<file path="src/rtl/system_unit.sv">
// system_unit: SYSTEM-class execute responder (cycle/time/instret counters, RD* reads, SCALL/SBREAK trap request).
// Optional feature macro SYSUNIT_SNAPSHOT_EN: low reads latch the upper half into per-counter shadows for tear-free H reads.
module system_unit #(
  parameter int unsigned TIME_DIV = 100
) (
  input  logic        i_clk,
  input  logic        i_rst_n,
  input  logic        i_valid,
  input  logic [3:0]  i_sysop,
  input  logic        i_stall,
  input  logic        i_retire,
  input  logic        i_trap_ack,
  output logic        o_ready,
  output logic [31:0] o_result,
  output logic        o_result_valid,
  output logic        o_trap_req,
  output logic        o_trap_cause
);
  localparam logic [3:0] OP_RDCYCLE    = 4'd0;
  localparam logic [3:0] OP_RDCYCLEH   = 4'd1;
  localparam logic [3:0] OP_RDTIME     = 4'd2;
  localparam logic [3:0] OP_RDTIMEH    = 4'd3;
  localparam logic [3:0] OP_RDINSTRET  = 4'd4;
  localparam logic [3:0] OP_RDINSTRETH = 4'd5;
  localparam logic [3:0] OP_SCALL      = 4'd6;
  localparam logic [3:0] OP_SBREAK     = 4'd7;
  localparam logic [15:0] DIV_M1 = 16'(TIME_DIV - 32'd1);

  typedef enum logic [1:0] {S_IDLE = 2'd0, S_RESP = 2'd1, S_TRAP = 2'd2} state_t;

  state_t      state_q, state_d;
  logic [63:0] cycle_q, cycle_d, time_q, time_d, instret_q, instret_d;
  logic [15:0] presc_q, presc_d;
  logic [31:0] result_q, result_d, rd_data_s;
  logic        ready_q, valid_q, trap_q, cause_q, cause_d;
  logic        accept_s, is_trap_s, hi_s;
  logic [1:0]  sel_s;
  logic [63:0] live_s;

  assign accept_s = i_valid & ready_q & ~i_stall;

  // Free-running counters; time advances when the prescaler wraps.
  always_comb begin
    cycle_d = cycle_q + 64'd1;
    if (i_retire) instret_d = instret_q + 64'd1;
    else          instret_d = instret_q;
    if (presc_q == DIV_M1) begin
      presc_d = 16'd0;
      time_d  = time_q + 64'd1;
    end else begin
      presc_d = presc_q + 16'd1;
      time_d  = time_q;
    end
  end

  // Operation decode; unknown encodings fall through to RDCYCLE.
  always_comb begin
    sel_s     = 2'd0;
    hi_s      = 1'b0;
    is_trap_s = 1'b0;
    case (i_sysop)
      OP_RDCYCLEH:   hi_s = 1'b1;
      OP_RDTIME:     sel_s = 2'd1;
      OP_RDTIMEH:    begin sel_s = 2'd1; hi_s = 1'b1; end
      OP_RDINSTRET:  sel_s = 2'd2;
      OP_RDINSTRETH: begin sel_s = 2'd2; hi_s = 1'b1; end
      OP_SCALL,
      OP_SBREAK:     is_trap_s = 1'b1;
      default:       begin sel_s = 2'd0; hi_s = 1'b0; end
    endcase
    case (sel_s)
      2'd1:    live_s = time_q;
      2'd2:    live_s = instret_q;
      default: live_s = cycle_q;
    endcase
  end

`ifdef SYSUNIT_SNAPSHOT_EN
  logic [2:0][31:0] shadow_q, shadow_d;

  // Low reads capture the upper half so the following H read is consistent.
  always_comb begin
    shadow_d = shadow_q;
    if (accept_s && !is_trap_s && !hi_s) shadow_d[sel_s] = live_s[63:32];
    else                                 shadow_d = shadow_q;
    if (hi_s) rd_data_s = shadow_q[sel_s];
    else      rd_data_s = live_s[31:0];
  end

  // Shadow registers.
  always_ff @(posedge i_clk or negedge i_rst_n) begin
    if (!i_rst_n) shadow_q <= 96'd0;
    else          shadow_q <= shadow_d;
  end
`else
  // Live read path.
  always_comb begin
    if (hi_s) rd_data_s = live_s[63:32];
    else      rd_data_s = live_s[31:0];
  end
`endif

  // Next state, captured read data and trap cause.
  always_comb begin
    state_d  = state_q;
    result_d = result_q;
    cause_d  = cause_q;
    case (state_q)
      S_IDLE: begin
        if (accept_s && is_trap_s) begin
          state_d = S_TRAP;
          cause_d = (i_sysop == OP_SBREAK);
        end else if (accept_s) begin
          state_d  = S_RESP;
          result_d = rd_data_s;
        end else begin
          state_d = S_IDLE;
        end
      end
      S_RESP: state_d = S_IDLE;
      S_TRAP: begin
        if (i_trap_ack) state_d = S_IDLE;
        else            state_d = S_TRAP;
      end
      default: state_d = S_IDLE;
    endcase
  end

  // State, counters and registered outputs decoded from the next state.
  always_ff @(posedge i_clk or negedge i_rst_n) begin
    if (!i_rst_n) begin
      state_q   <= S_IDLE;
      cycle_q   <= 64'd0;
      time_q    <= 64'd0;
      instret_q <= 64'd0;
      presc_q   <= 16'd0;
      result_q  <= 32'd0;
      cause_q   <= 1'b0;
      ready_q   <= 1'b1;
      valid_q   <= 1'b0;
      trap_q    <= 1'b0;
    end else begin
      state_q   <= state_d;
      cycle_q   <= cycle_d;
      time_q    <= time_d;
      instret_q <= instret_d;
      presc_q   <= presc_d;
      result_q  <= result_d;
      cause_q   <= cause_d;
      ready_q   <= (state_d == S_IDLE);
      valid_q   <= (state_d == S_RESP);
      trap_q    <= (state_d == S_TRAP);
    end
  end

  assign o_ready        = ready_q;
  assign o_result       = result_q;
  assign o_result_valid = valid_q;
  assign o_trap_req     = trap_q;
  assign o_trap_cause   = cause_q;
endmodule

</file>
<file path="config.mk">
export PLATFORM = sky130hd
export DESIGN_NAME = system_unit
export DESIGN_NICKNAME = d
export VERILOG_FILES = /design/src/rtl/system_unit.sv
export SDC_FILE = /design/constraint.sdc
export NUM_CORES = 1
export LEC_CHECK = 0
export BUFFER_PORTS_ARGS = -buffer_cell sky130_fd_sc_hd__buf_2
export CAP_MARGIN = 20
export CORE_UTILIZATION = 40
export CTS_BUF_LIST = sky130_fd_sc_hd__clkbuf_16
export CTS_CLUSTER_DIAMETER = 80
export DETAILED_ROUTE_END_ITERATION = 10
export GPL_ROUTABILITY_DRIVEN = 0
export PLACE_DENSITY_LB_ADDON = 0.08
export REMOVE_ABC_BUFFERS = 1
export SETUP_SLACK_MARGIN = 0.1
export SLEW_MARGIN = 30
export SYNTH_ARGS = -nofsm -noshare
export SYNTH_HDL_FRONTEND = slang
export SYNTH_SLANG_ARGS = --single-unit
export TNS_END_PERCENT = 100
</file>
<file path="constraint.sdc">
create_clock -name i_clk -period 3.7 [get_ports i_clk]
set_input_delay 0.37 -clock i_clk [delete_from_list [all_inputs] [get_ports i_clk]]
set_output_delay 0.37 -clock i_clk [all_outputs]
set_load 0.01 [all_outputs]
</file>
After elaboration in Yosys (flattened, before gate mapping)
Index checks and enable logic that the tools add are counted.
Widths: inputs -> output; s select.
{ "totals": {"input_bits": 10, "ff_bits": 246} }
{ "classes": {"reduce_logical": 9, "bitwise_logic": 4, "n_mux": 10, "eq_ne": 13, "addsub": 4} }
{ "op_table": {"columns": ["cell", "count"], "rows": [
  ["$add 64x1->64 const B", 3],
  ["$pmux 64 s2", 1],
  ["$mux 32", 1],
  ["$add 16x1->16 const B", 1],
  ["$eq 16x7->1 const B", 1],
  ["$eq 4x3->1 const B", 4],
  ["$mux 16", 1],
  ["$eq 4x2->1 const B", 2],
  ["$pmux 2 s2", 2],
  ["$eq 2x2->1 const B", 3],
  ["$reduce_or 2->1", 3],
  ["$eq 2x1->1 const B", 2],
  ["$eq 4x1->1 const B", 1],
  ["$logic_not 2->1", 2],
  ["$mux 2", 2],
  ["$mux 1", 3],
  ["$reduce_and 3->1", 1],
  ["$reduce_or 3->1", 1],
  ["$and 1x1->1", 2],
  ["$not 1->1", 2],
  ["$reduce_and 2->1", 1],
  ["$logic_and 1x1->1", 1]
]} }

Depth between registers and ports, before layout
{ "depth": {"word_depth": 7, "mapped_depth": 10, "mapped_depth_nobuf": 8} }

Worst setup path after synthesis
Ideal clock, no wire load.
{ "synth_timing": {"kind": "input -> register", "start": "input port i_sysop[3]", "end": "register result_q[1], in the netlist o_result[1]", "required_time_ps": 3566, "setup_slack_ps": 1318, "cell_stages": 8, "arrival_ps": 2248, "path_buffers": 3, "cell_sequence": "or3b_2 -> ha_1 -> clkbuf_1 -> clkbuf_1 -> clkbuf_1 -> o21ai_0 -> mux2i_1 -> o21ai_0"} }
{ "synth_via": {"elab_chain_len": 6, "word_cells_on_any_way": 21, "classes_between": "eq/ne: 9; mux: 5; bitwise: 1; reduce/logical: 6"} }
{ "synth_rtl": {"columns": ["item", "line_no", "rtl"], "rows": [
  ["start: declaration", "9", "input logic [3:0] i_sysop,"],
  ["$eq 4x3->1 or $eq 4x2->1 (tied branches)", "61", "case (i_sysop)"],
  ["$reduce_or 2->1, on equally long branches", null, null],
  ["$pmux 2 s2 or $mux 1 (tied branches)", "61", null],
  ["$eq 2x2->1 (tied with other cells)", "71", "case (sel_s)"],
  ["$pmux 64 s2 or $not 1->1 (tied branches)", null, null],
  ["$mux 32 or $reduce_and 3->1 (tied branches)", null, null],
  ["end signal: assignment", "148", "result_q <= result_d;"],
  ["end: declaration", "34", "logic [31:0] result_q, result_d, rd_data_s;"]
]} }
Several ways; a longest one is shown, not always the timed one.
A chain may end at the register's enable or synchronous reset.

Final worst setup path
{ "layout_timing": {"start": "register presc_q[0]", "end": "register time_q[48]"} }
{ "layout_via": {"elab_chain_len": 1} }
{ "layout_rtl": {"columns": ["item", "line_no", "rtl"], "rows": [
  ["start: declaration", "33", "logic [15:0] presc_q, presc_d;"],
  ["start signal: assignment", "147", "presc_q <= presc_d;"],
  ["$eq 16x7->1", "47", "if (presc_q == DIV_M1) begin"],
  ["end signal: assignment", "145", "time_q <= time_d;"],
  ["end: declaration", "32", "logic [63:0] cycle_q, cycle_d, time_q, time_d, instret_q, instret_d;"]
]} }
No other way between the ends.

==> results.toml <==
[logic_synthesis]
synth_edf_count = 0
async_flop_share_pct = 100
synth.area.top_cells = "dfrtp_1 49%, xor2_1 7.4%, xnor2_1 6.7%"
netlist.area_leader.share_pct = 49.2
ys_seq_area_share_pct = 49.4
ys.warnings.count = 0
ys.flop_type = "dfrtp_1"
synth_top_area_cell = "dfrtp_1"
synth_cells = 1295
synth_seq_cells = 246
synthesis.area_sq_um = 12500
synth_area_per_cell_sq_um = 9.63
netlist-cell-type-count = 43

[routing]
drtPass1Iterations = 6
first_iter_violations = 787
wirelength_um = 35000
vias = 9586
drc = 0
via_per_inst = 5.48
routedWlPerCell_um = 20.1
ant_nets = 0

[cells_and_area]
fill_cells = 2984
syn_to_final_growth_pct = 13.5
final_cell_area_sq_um = 14200
drive_gt1_share_pct = 9.69
fin_nets = 1347
mostFrequentLayoutCells = "245 x dfrtp_1, 177 x nand2_1, 105 x xor2_1, 96 x xnor2_1, 94 x o21ai_0"
layout_commonest_cell = "dfrtp_1"
antenna_cells = 0

[grt]
grt_util_all_layers_pct = 22.5
grt_pass1_vias = 9170
grt_max_degree = 105
antenna_found_initial = 0
grt-ovfl-total = 0
grt_pass1_wl_um = 54700

[die]
core_sq_um = 30700
die_h_um = 179
die_w_um = 179
rows = 64
floorplan.initialDensity_pct = 40.7
dieArea_sq_um = 31900
num_io_pins = 46

[hold_path]
min_path_type = "input port to flop"

[clocking]
cts_tree = "done"
insertion_delay_ns = 0.56
htreeDepth = 1
cts_buffer_depth = 3
clk_pin_slew_ns = 0.06
cts_root_buf = "clkbuf_16"
cts_made_buffers = 29
cts_sinks = 246
post_cts_resized = 0

[timing]
tns_ns = 0
timing.final.max_slew_violations = 0
finalSetupViolCount = 0
period_minus_slack_ns = 2.76
timing.slew.headroom_pct = 40.5
worst_slew_pin_slew_ns = 0.884
finClkSkew_ns = 0.0262
hold_viol = 0
rsz0062_at_grt = "no"
fin_crit_sh_pct = 74.6
fmax_mhz = 362

[critical_path]
required_ns = 4.19
cp.arrival_ns = 3.25
critPathMaxFanout = 10
critical_path_class = "flop to flop"
critPathCaptureType = "flop"
critPathLaunchType = "flop"

[run]
cap_violations = 0

[power_and_ir_drop]
power_density_nw_per_um2 = 428
power_w = 0.00606
p_leak_nw = 6.43
ir_drop_mv = 0.304

[placement]
dpl.hpwl_um = 25100
dpl-instance-area_sq_um = 13200
portBuffers = 45

[outcome]
status = "complete, no violations"
-- sequential cells by signal, indices dropped and copies added (netlist names) --
| register | count |
|---|---|
| o_result | 32 |
| o_trap_req | 1 |
| cycle_q | 64 |
| state_q | 2 |
| o_trap_cause | 1 |
| time_q | 64 |
| presc_q | 16 |
| o_result_valid | 1 |
| instret_q | 64 |
| o_ready | 1 |
-- repair_timing --
action	in CTS	in global routing
setup buffers	0	0
hold buffers	1	0
hold endpoints to repair	101	0
-- synth_stat cells (27+ instances only) --
cell type and number:
dfrtp_1 245, nand2_1 177, xor2_1 105, xnor2_1 96, o21ai_0 94, nand3_1 79
nor2_1 70, nand4_1 66, a22oi_1 60, clkbuf_1 47, nor3_1 47, nor4_1 38
mux2i_1 32, and3_1 30, inv_1 27
-- report_power, final --
part / switching (W) / internal (W) / total [W]
Clock: 0.00116 / 0.00177 / 0.00293
Sequential: 0.0000757 / 0.00275 / 0.00283
Combinational: 0.000200 / 0.000104 / 0.000304
-- kinds of logic (layout without fill, tap and decap cells) --
kind of cell	after synthesis	after routing	share of synthesized area [%]
simple gates	557	557	22.6
compound gates	163	163	7.86
xor+xnor	201	201	14.1
flops	246	246	49.4
buf+inv	87	144	2.67
fa+ha+maj	6	6	0.602
mux	35	35	2.84
-- metal layers --
| layer | share of wire [%] | global-route usage, % | routed length [um] |
|---|---|---|---|
| met2 | 45 | 34.6 | 15700 |
| met3 | 4.4 | 3.11 | 1550 |
| met4 | 1.9 | 4.80 | 656 |
| met5 | 0 | 0 | 0 |
| met1 | 49 | 33.3 | 17200 |
-- critical path, stage by stage, from the launching register on --
cell,delay [ns]
dfrtp_1,0.38
ha_1,0.24
nor4b_1,0.21
and4_1,0.46
nand4_1,0.70
nor4_1,0.55
xor2_1,0.17
-- stage by stage --
stage	std cells	setup WS (ns)	hold WS [ns]	util, %
final	1748	0.940	0.0540	46.2
after CTS	1748	0.942	0.0320	46.2
after floorplan	1235	0.227	0.0744	-
after detailed placement	1695	0.954	0.440	43.0
after global routing	1748	0.673	0.0564	46.2
after global placement	1695	0.960	0.432	43.0
-- final timing paths --
path | slack, ns | cells after the start | end | startpoint
max | 0.94 | 6 | time_q[48] | presc_q[0]
min | 0.05 | 2 | o_trap_cause | i_sysop[0]
max reg2reg | 0.94 | 6 | time_q[48] | presc_q[0]
min reg2reg | 0.44 | 1 | o_ready | state_q[1]
max in group asynchronous | 2.24 | 3 | o_ready | i_rst_n
min in group asynchronous | 0.46 | 2 | cycle_q[47] | i_rst_n
-- layout make-up --
cell class / count / area (sq um) / area share (%)
clock buffers: 29 / 726 / 5.13
clock inverters: 23 / 244 / 1.72
inverters: 27 / 101 / 0.716
multi-input cells: 962 / 6010 / 42.4
flip-flops and latches: 246 / 6160 / 43.5
well taps: 396 / 495 / 3.50
repair buffers: 65 / 425 / 3.01
(Power assumes the default switching activity.)
